`config.mk`:
```
export PLATFORM = sky130hd
export DESIGN_NAME = fft_out_bcast_ctrl
export DESIGN_NICKNAME = d
export VERILOG_FILES = /design/src/rtl/fft_out_bcast_ctrl.sv
export SDC_FILE = /design/constraint.sdc
export NUM_CORES = 1
export LEC_CHECK = 0
export CAP_MARGIN = 10
export CORE_ASPECT_RATIO = 1.4
export CORE_UTILIZATION = 37
export CTS_CLUSTER_DIAMETER = 200
export DETAILED_ROUTE_END_ITERATION = 8
export PLACE_DENSITY = 0.81
export SLEW_MARGIN = 20
export SYNTH_ARGS = -nofsm -noshare
export SYNTH_HDL_FRONTEND = slang
export SYNTH_SLANG_ARGS = --single-unit
export TNS_END_PERCENT = 10
```
`constraint.sdc`:
```
create_clock -name aclk -period 2.9 [get_ports aclk]
set_input_delay 0.29 -clock aclk [delete_from_list [all_inputs] [get_ports aclk]]
set_output_delay 0.29 -clock aclk [all_outputs]
set_load 0.03 [all_outputs]
```
`src/rtl/fft_out_bcast_ctrl.sv`:
```
// ---------------------------------------------------------------------------
// fft_out_bcast_ctrl
//
// Flow-controlled 1-to-2 broadcast of the 64-bit FFT output stream. Each
// accepted beat is held in a single register. The low half goes to out1 and
// the high half goes to out2. Each half is delivered exactly once, however the
// two consumers stall. The block also checks in1_Tlast against the expected
// frame length and counts completed frames.
//
// Parameters
//   FRAME_LEN  beats per frame (>= 2); sets where in1_Tlast is expected
//   CNT_W      width of frame_cnt
//
// Ports
//   aclk, aresetn          clock and asynchronous active-low reset
//   in1_T{data,valid,last,ready}   64-bit input stream
//   out1_T{data,valid,last,ready}  low half  [31:0]  of the held beat
//   out2_T{data,valid,last,ready}  high half [63:32] of the held beat
//   clr_err                synchronous clear of last_err
//   last_err               sticky Tlast/frame-length mismatch flag
//   frame_done             1-cycle pulse after a Tlast beat left on both sides
//   frame_cnt              completed frame counter, wraps at 2^CNT_W
// ---------------------------------------------------------------------------
module fft_out_bcast_ctrl #(
    parameter int FRAME_LEN = 1024,
    parameter int CNT_W     = 16
) (
    input  logic             aclk,
    input  logic             aresetn,
    input  logic [63:0]      in1_Tdata,
    input  logic             in1_Tvalid,
    input  logic             in1_Tlast,
    output logic             in1_Tready,
    output logic [31:0]      out1_Tdata,
    output logic             out1_Tvalid,
    output logic             out1_Tlast,
    input  logic             out1_Tready,
    output logic [31:0]      out2_Tdata,
    output logic             out2_Tvalid,
    output logic             out2_Tlast,
    input  logic             out2_Tready,
    input  logic             clr_err,
    output logic             last_err,
    output logic             frame_done,
    output logic [CNT_W-1:0] frame_cnt
);

    localparam int IDX_W = (FRAME_LEN > 1) ? $clog2(FRAME_LEN) : 1;
    localparam logic [IDX_W-1:0] LAST_IDX = IDX_W'(FRAME_LEN - 1);

    logic [63:0]      data_q, data_d;
    logic             last_q, last_d;
    logic             full_q, full_d;
    logic             sent1_q, sent1_d;
    logic             sent2_q, sent2_d;
    logic [IDX_W-1:0] beat_idx_q, beat_idx_d;
    logic             last_err_q, last_err_d;
    logic             frame_done_q, frame_done_d;
    logic [CNT_W-1:0] frame_cnt_q, frame_cnt_d;

    logic fire1, fire2, done1, done2, rel, accept, exp_last, frame_end;

    // Handshake decode. A branch that has already taken the held beat (sentN)
    // counts as done, so the register frees once the slower branch fires.
    // in1_Tready depends only on state and the out readies, never on in1_Tvalid.
    always_comb begin
        out1_Tvalid = full_q & ~sent1_q;
        out2_Tvalid = full_q & ~sent2_q;
        fire1       = out1_Tvalid & out1_Tready;
        fire2       = out2_Tvalid & out2_Tready;
        done1       = sent1_q | fire1;
        done2       = sent2_q | fire2;
        rel         = full_q & done1 & done2;
        in1_Tready  = ~full_q | rel;
        accept      = in1_Tvalid & in1_Tready;
        exp_last    = (beat_idx_q == LAST_IDX);
        frame_end   = rel & last_q;
    end

    always_comb begin
        data_d       = data_q;
        last_d       = last_q;
        full_d       = full_q;
        sent1_d      = sent1_q;
        sent2_d      = sent2_q;
        beat_idx_d   = beat_idx_q;
        last_err_d   = last_err_q;
        frame_done_d = frame_end;
        frame_cnt_d  = frame_cnt_q + CNT_W'(frame_end);

        // Accept takes priority: it coincides with release when the register
        // is busy, which keeps the stream at one beat per clock.
        if (accept) begin
            data_d  = in1_Tdata;
            last_d  = in1_Tlast;
            full_d  = 1'b1;
            sent1_d = 1'b0;
            sent2_d = 1'b0;
        end else if (rel) begin
            full_d  = 1'b0;
            sent1_d = 1'b0;
            sent2_d = 1'b0;
        end else begin
            if (fire1) sent1_d = 1'b1;
            if (fire2) sent2_d = 1'b1;
        end

        // A new mismatch overrides a simultaneous clear.
        if (clr_err) last_err_d = 1'b0;
        if (accept) begin
            if (in1_Tlast != exp_last) last_err_d = 1'b1;
            // Both an early and a missing Tlast restart the frame at idx 0.
            beat_idx_d = (in1_Tlast | exp_last) ? '0 : beat_idx_q + IDX_W'(1);
        end
    end

    always_ff @(posedge aclk or negedge aresetn) begin
        if (!aresetn) begin
            data_q       <= '0;
            last_q       <= 1'b0;
            full_q       <= 1'b0;
            sent1_q      <= 1'b0;
            sent2_q      <= 1'b0;
            beat_idx_q   <= '0;
            last_err_q   <= 1'b0;
            frame_done_q <= 1'b0;
            frame_cnt_q  <= '0;
        end else begin
            data_q       <= data_d;
            last_q       <= last_d;
            full_q       <= full_d;
            sent1_q      <= sent1_d;
            sent2_q      <= sent2_d;
            beat_idx_q   <= beat_idx_d;
            last_err_q   <= last_err_d;
            frame_done_q <= frame_done_d;
            frame_cnt_q  <= frame_cnt_d;
        end
    end

    assign out1_Tdata = data_q[31:0];
    assign out2_Tdata = data_q[63:32];
    assign out1_Tlast = last_q;
    assign out2_Tlast = last_q;
    assign last_err   = last_err_q;
    assign frame_done = frame_done_q;
    assign frame_cnt  = frame_cnt_q;

endmodule

```
# Word-level counts from Yosys, hierarchy flattened
# Index checks and enable logic that the tools add are counted.
# totals
register_bits,96
input_bits,71
wordCells,43
out_inout_bits,87
# op_classes
mux,12
n_addsub,2
n_bitwise,15
eq_ne,2
reduce_logical,3
# op_table
op,n
adder 16 x 1 -> 16 bit,1
2-to-1 mux 1 bit,11
"adder 10 x 1 -> 10 bit, second input constant",1
"equality test 10 bit, second input constant",1
2-to-1 mux 10 bit,1
AND 1 bit,8
nonzero test 3 bit,2
OR 1 bit,4
inverter 1 bit,3
nonzero test 2 bit,1
inequality test 1 bit,1

# Depth between registers and ports, before layout
# Gate-level depths: netlist of the first run.
# logic_depth
word_depth,9
mapped_depth,10
ltp_nobuf,9

# Least setup slack after synthesis of the first run
# OpenSTA, ideal clock, no wires.
# synth_path
kind,register to register
startpoint,reg full_q
endpoint,"reg frame_cnt_q[10], in the netlist frame_cnt[10]"
path_buffers,0
synth_period_minus_slack_ns,1.845
t_required_ns,2.766
setup_slack_ns,1.055
arrival_time_ns,1.712
path_stages_with_launch,8
setup_time_ns,0.134
path_cell_list,dfrtp_1 -> o21ai_0 -> nor3b_1 -> ha_1 -> ha_1 -> and3_1 -> nand4_1 -> xnor2_1
# synth_via
elab_chain_len,7
elab_cells_between_ends,10
classes_between,1 x add/sub; 9 x bitwise
# synth_rtl
item,line_no,rtl
"start, declared",53,"logic full_q, full_d;"
"start signal, assigned",131,full_q <= full_d;
AND 1 bit,67,out1_Tvalid = full_q & ~sent1_q;
AND 1 bit,69,fire1 = out1_Tvalid & out1_Tready;
OR 1 bit,71,done1 = sent1_q | fire1;
AND 1 bit,73,rel = full_q & done1 & done2;
AND 1 bit (*),73,
AND 1 bit (*),77,frame_end = rel & last_q;
net frame_done_d,58,"logic frame_done_q, frame_done_d;"
adder 16 x 1 -> 16 bit (*),89,frame_cnt_d = frame_cnt_q + CNT_W'(frame_end);
net frame_cnt_d[10],59,"logic [CNT_W-1:0] frame_cnt_q, frame_cnt_d;"
"end signal, assigned",137,frame_cnt_q <= frame_cnt_d;
"end, declared",59,
# The timed path passes the listed nets; every way through them passes the cells marked *.
# A chain may end at the register's enable or synchronous reset.

# Worst setup path in the final report of the first run
# layout_path
startpoint,reg sent2_q
endpoint,out in1_Tready
# layout_via
elab_chain_len,6
# layout_rtl
item,line_no,rtl
"start, declared",55,"logic sent2_q, sent2_d;"
"start signal, assigned",133,sent2_q <= sent2_d;
inverter 1 bit,68,out2_Tvalid = full_q & ~sent2_q;
AND 1 bit,68,
AND 1 bit,70,fire2 = out2_Tvalid & out2_Tready;
OR 1 bit (*),72,done2 = sent2_q | fire2;
AND 1 bit (*),73,
OR 1 bit (*),74,in1_Tready = ~full_q | rel;
"end, declared",33,"output logic in1_Tready,"
# Every way passes the cells marked *; elsewhere a longest branch is shown, timed or not.

==> results.ini, run 1 <==
[outcome]
status = completed

[sta]
skew_ns = 0.00677
finalHoldViolCount = 0
fmax_mhz = 473
rsz0062_at_grt = no
setup_viol = 0
tightest_slew_ns = 0.670
min_period_ns = 2.11
hold_slack_ns = 0.471
fin_setup_tns_ns = 0
fin_crit_sh_pct = 72.9
max-slew-margin-rel_pct = 55.3
setup_ws_ns = 0.787
drv_slew = 0

[floorplan]
die_w_um = 88.8
die_area_um2 = 11000
die_h_um = 123
pin_count = 158
coreArea_um2 = 10300
start_util_pct = 37.9
rows = 44

[clock_tree]
clock_path_buffers = 2
ctsHoldBuffers = 1
insertion_delay_ns = 0.33
cts_tree = built
numCtsBuffers = 9
htree_num_levels = 3
clock-sinks = 96
path_clk_slew_ns = 0.07
clockRootBuffer = clkbuf_16
ctsResizeCount = 0
post_cts_buffers = 0

[worst_setup_path]
r2r_cells = 6
crit_chain = o22ai_2 -> nand2_1 -> clkdlybuf4s50_1
cp-end-kind = primary output
reg2reg_slack_ns = 0.85
r2r-end = frame_cnt[15]$_DFF_PN0_
cp_slowest_cell = clkdlybuf4s50_1
slowest_delay_ns = 0.64
r2r_start = full_q$_DFFE_PN0N_
path_max_fanout = 5
worstPathArrival_ns = 1.82
critical_path_class = register to primary output
worstSetupStartpointType = register
crit_required_ns = 2.61

[cells_and_area]
final_common_cell = nand2_1
fin_util_pct = 57.9
stdcell_count = 712
nets = 645
diodes = 0
finalInstanceArea_um2 = 5960
syn_to_final_growth_pct = 52.7
drive_gt1_share_pct = 5.23
fillers = 894
most-common-layout-cells = nand2_1, clkdlybuf4s50_1, dfrtp_1

[hold_path]
hold_path_end = frame_cnt[15]$_DFF_PN0_
holdPathStages = 1
hold_start = frame_cnt[15]$_DFF_PN0_
min_path_type = register to register

[placed_design]
place_area_um2 = 5610
numPortBuffers = 157
dp_cells = 695
place.gp.congestion = 0.827
place_ws_ns = 0.510
hpwl_um = 7290

[power]
finalPower_mw = 4.53
vdd_drop_max_mv = 0.336
powerDensity_nw_per_um2 = 760
leakage_nw = 2.84

[detailed_routing]
wirelength_um = 9820
wl_per_cell_um = 13.8
antenna_left = 0
via_count = 3362
drt_iter0_markers = 138
firstDrtPassIters = 4
drcViolationCount = 0
vias_per_cell = 4.72

[global_routing]
grt_first_pass_wirelength_um = 15500
grt_pass1_vias = 3355
busiest_layer = met2
grt.met1_usage_pct = 20.5
antenna_found_initial = 0
grt_max_degree = 53
grt-ovfl-total = 0
grt_usage_pct = 18.6
met2_usage_pct = 33.4
grt_util_met3_pct = 3.40

[synthesis]
synth_nets = 487
yosys_register_bits = 96
synth_cell_type_count = 35
yosysSeqAreaShare_pct = 61.6
synthCells = 411
syn_area_um2 = 3900
avgSynthCellArea_um2 = 9.49
yosys_warnings = 0

[job]
drv_cap = 0

worst max-delay path: cells and delay by family, from the launching register on:
kind                   cells  cell delay [ns]
buffers and inverters      1             0.64
flip-flops                 1             0.43
AO/OA/AOI/OAI              1             0.29
AND/OR/NAND/NOR            1             0.12
area by class of cell:
| class | count | area, µm² | share of cell area (%) |
|---|---|---|---|
| clock buffer | 11 | 253 | 4.24 |
| tap | 138 | 173 | 2.90 |
| timing repair buffer | 164 | 1620 | 27.3 |
| multi-input combinational | 292 | 1400 | 23.5 |
| sequential | 96 | 2400 | 40.3 |
| clock inverter | 5 | 86.3 | 1.45 |
| inverter | 6 | 22.5 | 0.378 |
cell usage after synthesis, drive strengths merged:
library cell	number	area share, %
inv	6	0.58
a21oi	1	0.13
nand2	208	20
and2	1	0.16
a41o	1	0.26
xor2	5	1.1
o21a	2	0.38
nand3	10	1.3
a21boi	1	0.48
clkbuf	7	0.67
o21ai	13	1.7
o2bb2ai	1	0.22
or4	1	0.19
xnor2	9	2.0
nor3	1	0.13
o41ai	3	0.67
ha	5	1.6
o32ai	1	0.22
nor3b	1	0.19
nor2	9	0.87
nand2b	2	0.32
o22ai	1	0.32
o31ai	3	0.58
and4	1	0.29
a31oi	1	0.16
nor4	1	0.32
dfrtp	96	62
and3	3	0.48
a21bo	1	0.26
nand4	5	1.2
buf	10	1.3
o31a	1	0.22
how the worst max path moves through the flow:
stage / start / end / slack (ns)
6_report: sent2_q$_DFFE_PN0P_ / in1_Tready / 0.79
5_1_grt: full_q$_DFFE_PN0N_ / frame_cnt[10]$_DFF_PN0_ / 0.57
3_5_place_dp: out2_Tready / frame_cnt[15]$_DFF_PN0_ / 0.51
2_1_floorplan: full_q$_DFFE_PN0N_ / frame_cnt[10]$_DFF_PN0_ / 1.05
4_1_cts: sent2_q$_DFFE_PN0P_ / in1_Tready / 0.79
3_3_place_gp: out2_Tready / frame_cnt[10]$_DFF_PN0_ / 0.61
cell families (layout without fill, tap and decap cells):
kind of cell               Yosys count  in the layout  share of synthesized area, %
adders and majority gates            5              5                          1.60
xor gates and xnor gates            14             14                          3.14
and+or+nand+nor                    243            243                          25.5
DFF                                 96             96                          61.6
AOI/OAI and AO/OA                   30             30                          5.58
buffers and inverters               23            186                          2.60
power by group:
group / leakage, nW / switching, mW / internal (mW)
clock network: 0.167 / 0.501 / 0.810
logic: 1.46 / 0.852 / 0.607
registers: 1.22 / 0.172 / 1.58
sequential cells by signal, indices dropped and copies added (netlist names):
| name | count |
|---|---|
| beat_idx_q | 10 |
| data_q | 64 |
| frame_cnt | 16 |
| frame_done | 1 |
| full_q | 1 |
| last_err | 1 |
| out1_Tlast | 1 |
| sent1_q | 1 |
| sent2_q | 1 |
per-layer routing:
| layer | wire length [µm] | vias up |
|---|---|---|
| met5 | 0 | - |
| met4 | 325 | 0 |
| met3 | 538 | 22 |
| met2 | 5250 | 117 |
| met1 | 3710 | 1593 |
| li1 | - | 1630 |
Note: power is estimated with default switching activity, not from simulation.
==> inputs of run 2 (changes only) <==
==> constraint.sdc (replaced) <==
create_clock -name aclk -period 2.2 [get_ports aclk]
set_input_delay 0.22 -clock aclk [delete_from_list [all_inputs] [get_ports aclk]]
set_output_delay 0.22 -clock aclk [all_outputs]
set_load 0.03 [all_outputs]
==> results.ini, run 2 (synthesis results as in run 1) <==
[worst_setup_path]
crit_required_ns = 1.98
crit_chain = o22ai_2 -> nand2_1 -> clkdlybuf4s50_1
path_delay_family = buffers and inverters
worstPathArrival_ns = 1.78
worstSetupStartpointType = register
path_max_fanout = 5
slowest_delay_ns = 0.63
critical_path_class = register to primary output
cp_slowest_cell = clkdlybuf4s50_1
cp-end-kind = primary output
critPathBufInv = 1

[floorplan]
die_h_um = 123
die_area_um2 = 11000
rows = 44
coreArea_um2 = 10300
pin_count = 158
start_util_pct = 37.9
die_w_um = 88.8

[cells_and_area]
multi_input_area_um2 = 1400
most-common-layout-cells = nand2_1, clkdlybuf4s50_1, dfrtp_1
register_area_um2 = 2400
fillers = 886
largest-register = data_q
largest_register_ffs = 64
diodes = 0
final_common_cell = nand2_1
drive_gt1_share_pct = 5.38
nets = 648
syn_to_final_growth_pct = 52.9

[sta]
tightest_slew_ns = 0.514
skew_ns = 0.00695
drv_slew = 0
setup_viol = 0
fin_crit_sh_pct = 90.8
fmax_mhz = 500
max-slew-margin-rel_pct = 65.7
min_period_ns = 2.00
rsz0062_at_grt = no
finalHoldViolCount = 0
fin_setup_tns_ns = 0

[power]
clock_power_share_pct = 25.1
vdd_drop_max_mv = 0.511
comb_power_share_pct = 34.2
p_sw_share_pct = 34.3
powerDensity_nw_per_um2 = 951
finalPower_mw = 5.68
p_int_mw = 3.73
sequentialPowerShare_pct = 40.7
p_sw_mw = 1.95
leakage_nw = 2.85

[global_routing]
met2_usage_pct = 32.3
grt_util_met3_pct = 3.40
grt-ovfl-total = 0
grt.met1_usage_pct = 18.1
busiest_layer = met2
grt_pass1_vias = 3344
grt_first_pass_wirelength_um = 14600
grt_usage_pct = 17.4
antenna_found_initial = 0
grt_max_degree = 97

[clock_tree]
cts_tree = built
path_clk_slew_ns = 0.06
numCtsBuffers = 9
insertion_delay_ns = 0.33
clockRootBuffer = clkbuf_16
clock_path_buffers = 2
clock-sinks = 96
htree_num_levels = 3
ctsResizeCount = 0

[detailed_routing]
via_count = 3352
firstDrtPassIters = 4
wirelength_um = 9440
wl_per_cell_um = 13.2
drcViolationCount = 0
drt_iter0_markers = 144
antenna_left = 0
vias_per_cell = 4.69

[placed_design]
place.gp.congestion = 0.773
hpwl_um = 6840
numPortBuffers = 157

[outcome]
status = completed

[hold_path]
min_path_type = input pin to register

[job]
drv_cap = 0

## run 2: repair_timing
action / 4_1_cts / 5_1_grt
hold buffers: 1 / 0
hold endpoints to repair: 96 / 0
buffers inserted: 0 / 0
## run 2: final cells by class
cell class | instances | area share [%]
Clock buffer | 12 | 4.30
Timing Repair Buffer | 167 | 28.4
Clock inverter | 3 | 0.294
Multi-Input combinational cell | 292 | 23.4
Sequential cell | 96 | 40.3
Inverter | 6 | 0.378
Tap cell | 138 | 2.89
## run 2: worst reg2reg max path: cells and delay by family (launching register included)
| kind | cells | cell delay [ns] |
|---|---|---|
| AOI/OAI and AO/OA | 1 | 0.38 |
| adders and majority gates | 2 | 0.59 |
| DFF | 1 | 0.41 |
| and+or+nand+nor | 4 | 0.52 |
## run 2: power groups by stage
stage               registers (mW)  clock network (mW)  logic (mW)
finish                        2.31                1.42        1.94
global route                  2.35                1.53        2.07
CTS                           2.31                1.46        1.97
detailed placement            2.34                   0        1.96
global placement              2.33                   0        1.93
floorplan                     2.93                   0       0.401
## run 2: per-layer routing
layer / vias to the layer above / part of all wire, %
met1: 1604 / 37
met5: - / 0
met3: 19 / 5.6
li1: 1629 / -
met4: 0 / 2.6
met2: 100 / 54
## run 2: path summary, 6_finish.rpt
check	slack, ns	to	from	cells after the start
max	0.20	in1_Tready	sent2_q$_DFFE_PN0P_	3
min	0.41	data_q[43]$_DFFE_PN0P_	in1_Tdata[43]	3
max reg2reg	0.20	beat_idx_q[5]$_DFFE_PN0P_	beat_idx_q[0]$_DFFE_PN0P_	7
min reg2reg	0.47	data_q[4]$_DFFE_PN0P_	data_q[4]$_DFFE_PN0P_	2
max in group asynchronous	1.32	data_q[16]$_DFFE_PN0P_	aresetn	3
min in group asynchronous	0.46	frame_cnt[14]$_DFF_PN0_	aresetn	3
## run 2: metrics by stage
stage	setup slack, ns	cells	util [%]	instance area [µm²]	hold slack (ns)
2_1_floorplan	0.355	411	-	3900	-0.0756
3_3_place_gp	0.0837	698	55.2	5680	0.308
3_5_place_dp	0.0227	698	55.2	5680	0.315
4_1_cts	0.179	714	57.9	5970	0.401
5_1_grt	0.0183	714	57.9	5970	0.413
6_report	0.201	714	57.9	5970	0.413
==> inputs of run 3 (changes only) <==
--- a/config.mk
+++ b/config.mk
@@ -5,12 +5,13 @@
 export SDC_FILE = /design/constraint.sdc
 export NUM_CORES = 1
 export LEC_CHECK = 0
+export ABC_AREA = 1
 export CAP_MARGIN = 10
 export CORE_ASPECT_RATIO = 1.4
 export CORE_UTILIZATION = 37
 export CTS_CLUSTER_DIAMETER = 200
 export DETAILED_ROUTE_END_ITERATION = 8
-export PLACE_DENSITY = 0.81
+export PLACE_DENSITY = 0.8
 export SLEW_MARGIN = 20
 export SYNTH_ARGS = -nofsm -noshare
 export SYNTH_HDL_FRONTEND = slang
==> results.ini, run 3 <==
[synthesis]
yosys.area.top_type = dfrtp_1
yosys_register_bits = 96
yosysSeqAreaShare_pct = 58.2
syn_area_um2 = 4130
yosys_warnings = 0
synth_cell_type_count = 23
synth_enable_flop_cells = 0
synth_nets = 535
synth_common_cells = nand2_1, dfrtp_1, inv_1, nand3_1, nor2_1
synth-async-reset-ratio_pct = 100
synth_top_area_share_pct = 58.2
avgSynthCellArea_um2 = 9.00
synth_area_leaders = dfrtp_1, nand2_1, inv_1, buf_6, nand3_1
synth-main-ff-cell = dfrtp_1
synthCells = 459
synth_most_common_cell = nand2_1

[worst_setup_path]
worstPathArrival_ns = 2.17
path_common_cell = nand3_1
r2r-end = frame_cnt[14]$_DFF_PN0_
crit_required_ns = 2.42
r2r_start = full_q$_DFFE_PN0N_
cp-end-kind = register
r2r_cells = 11
crit_start = full_q$_DFFE_PN0N_
path_delay_family = simple AND/OR/NAND/NOR gates
cp_slowest_cell = dfrtp_2
reg2reg_slack_ns = 0.25
critical_path_class = register to register
slowest_delay_ns = 0.41
path_depth = 11
crit_path_end = frame_cnt[14]$_DFF_PN0_
crit_chain = nand2_1 -> nand2_1 -> nand3_1 -> nor2_1 -> ha_1 -> ha_1 -> nand3_1 -> inv_1 -> nand3_1 -> nor3_1 -> nor2_1
worstSetupStartpointType = register
path_max_fanout = 5
critPathBufInv = 1

[power]
leakage_nw = 2.96
vdd_drop_max_mv = 0.866
powerDensity_nw_per_um2 = 1450

[cells_and_area]
largest-register = data_q
drive_gt1_share_pct = 6.10
most-common-layout-cells = nand2_1, clkdlybuf4s50_1, dfrtp_1
nets = 694
largest_register_ffs = 64
diodes = 0
syn_to_final_growth_pct = 47.2
final_common_cell = nand2_1
fin_util_pct = 56.0

[sta]
setup_viol = 0
drv_slew = 0
fin_crit_sh_pct = 88.7
setup_ws_ns = 0.248
finalHoldViolCount = 0
hold_slack_ns = 0.398
rsz0062_at_grt = no
fmax_mhz = 512
skew_ns = 0.00622
min_period_ns = 1.95
max-slew-margin-rel_pct = 66.9
tightest_slew_ns = 0.497

[clock_tree]
insertion_delay_ns = 0.34
cts_tree = built
clock-sinks = 96
numCtsBuffers = 9
path_clk_slew_ns = 0.06
clock_path_buffers = 2
clockRootBuffer = clkbuf_16
htree_num_levels = 3

[floorplan]
die_h_um = 127
die_w_um = 91.3
coreArea_um2 = 10900
pin_count = 158
start_util_pct = 38.0
die_area_um2 = 11600
rows = 45

[detailed_routing]
antenna_left = 0
drt_iter0_markers = 105
firstDrtPassIters = 6
wirelength_um = 9700
wl_per_cell_um = 12.7
via_count = 3489
vias_per_cell = 4.57
drcViolationCount = 0

[placed_design]
place.gp.congestion = 0.808
numPortBuffers = 157
hpwl_um = 7140
place_ws_ns = -0.0247

[global_routing]
grt_max_degree = 60
grt_first_pass_wirelength_um = 16200
grt_pass1_vias = 3602
grt_usage_pct = 17.6
antenna_found_initial = 0
grt-ovfl-total = 0

[job]
drv_cap = 0

[outcome]
status = completed

[hold_path]
min_path_type = input pin to asynchronous set/reset pin

[run 3: cell types whose count changed after synthesis, moves of 8 or more]
cell	before	now
nand2_1	207	232
inv_1	6	29
buf_6	0	9
nand3_1	10	19
buf_2	9	1
o21ai_0	13	5
[run 3: per-layer routing]
metal | vias to the layer above | track usage (%) | share of wire, %
met5 | - | 0 | 0
li1 | 1726 | - | -
met1 | 1603 | 20.1 | 40
met2 | 134 | 29.7 | 50
met4 | 0 | 9.90 | 3.3
met3 | 26 | 4.70 | 6.6
[run 3: per-stage QoR]
stage	total power [mW]	area [µm²]	TNS, ns	instances
final	8.80	6080	0	764
after global routing	9.34	6080	0	764
after CTS	8.92	6070	0	764
after detailed placement	7.33	5770	-0.0247	747
after global placement	7.23	5770	0	747
after floorplan	5.51	4130	0	459
[run 3: where the power goes]
group | switching, mW | internal [mW]
clock network | 0.643 | 0.886
logic | 2.62 | 1.74
registers | 0.441 | 2.47
total | 3.71 | 5.10
[run 3: cells by family (layout without fill, tap and decap cells)]
family | count (synthesis) | count (layout) | share of synthesized area [%]
buf+inv | 46 | 210 | 7.39
fa+ha+maj | 5 | 5 | 1.51
simple gates | 284 | 284 | 27.6
flops | 96 | 96 | 58.2
xor+xnor | 14 | 14 | 2.97
compound gates | 14 | 14 | 2.39
[run 3: cell type report]
class / count / area [µm²]
fill: 942 / 4790
timing repair buffer: 165 / 1670
multi-input combinational: 317 / 1430
inverter: 29 / 109
sequential: 96 / 2400
tap: 141 / 176
clock inverter: 6 / 67.6
clock buffer: 10 / 229
[run 3: worst min path at each step]
stage | start | endpoint | slack [ns]
5_1_grt | in1_Tdata[17] | data_q[17]$_DFFE_PN0P_ | 0.42
3_5_place_dp | aresetn | frame_cnt[7]$_DFF_PN0_ | 0.22
2_1_floorplan | aresetn | beat_idx_q[0]$_DFFE_PN0P_ | -0.08
3_3_place_gp | aresetn | frame_cnt[9]$_DFF_PN0_ | 0.21
6_report | aresetn | frame_cnt[6]$_DFF_PN0_ | 0.40
4_1_cts | aresetn | frame_cnt[7]$_DFF_PN0_ | 0.40
[run 3: timing repair]
action                     CTS  global route
hold endpoints to repair    37             0
gates resized for setup      1             3
hold buffers                 1             0
setup buffers                0             0
setup endpoints to repair    1             2
cloned                       0             0
[run 3: worst reg2reg max path: cells and delay by family (launching register included)]
kind | cells | cell delay, ns
DFF | 1 | 0.41
buffers and inverters | 1 | 0.13
adders and majority gates | 2 | 0.36
and+or+nand+nor | 8 | 0.94
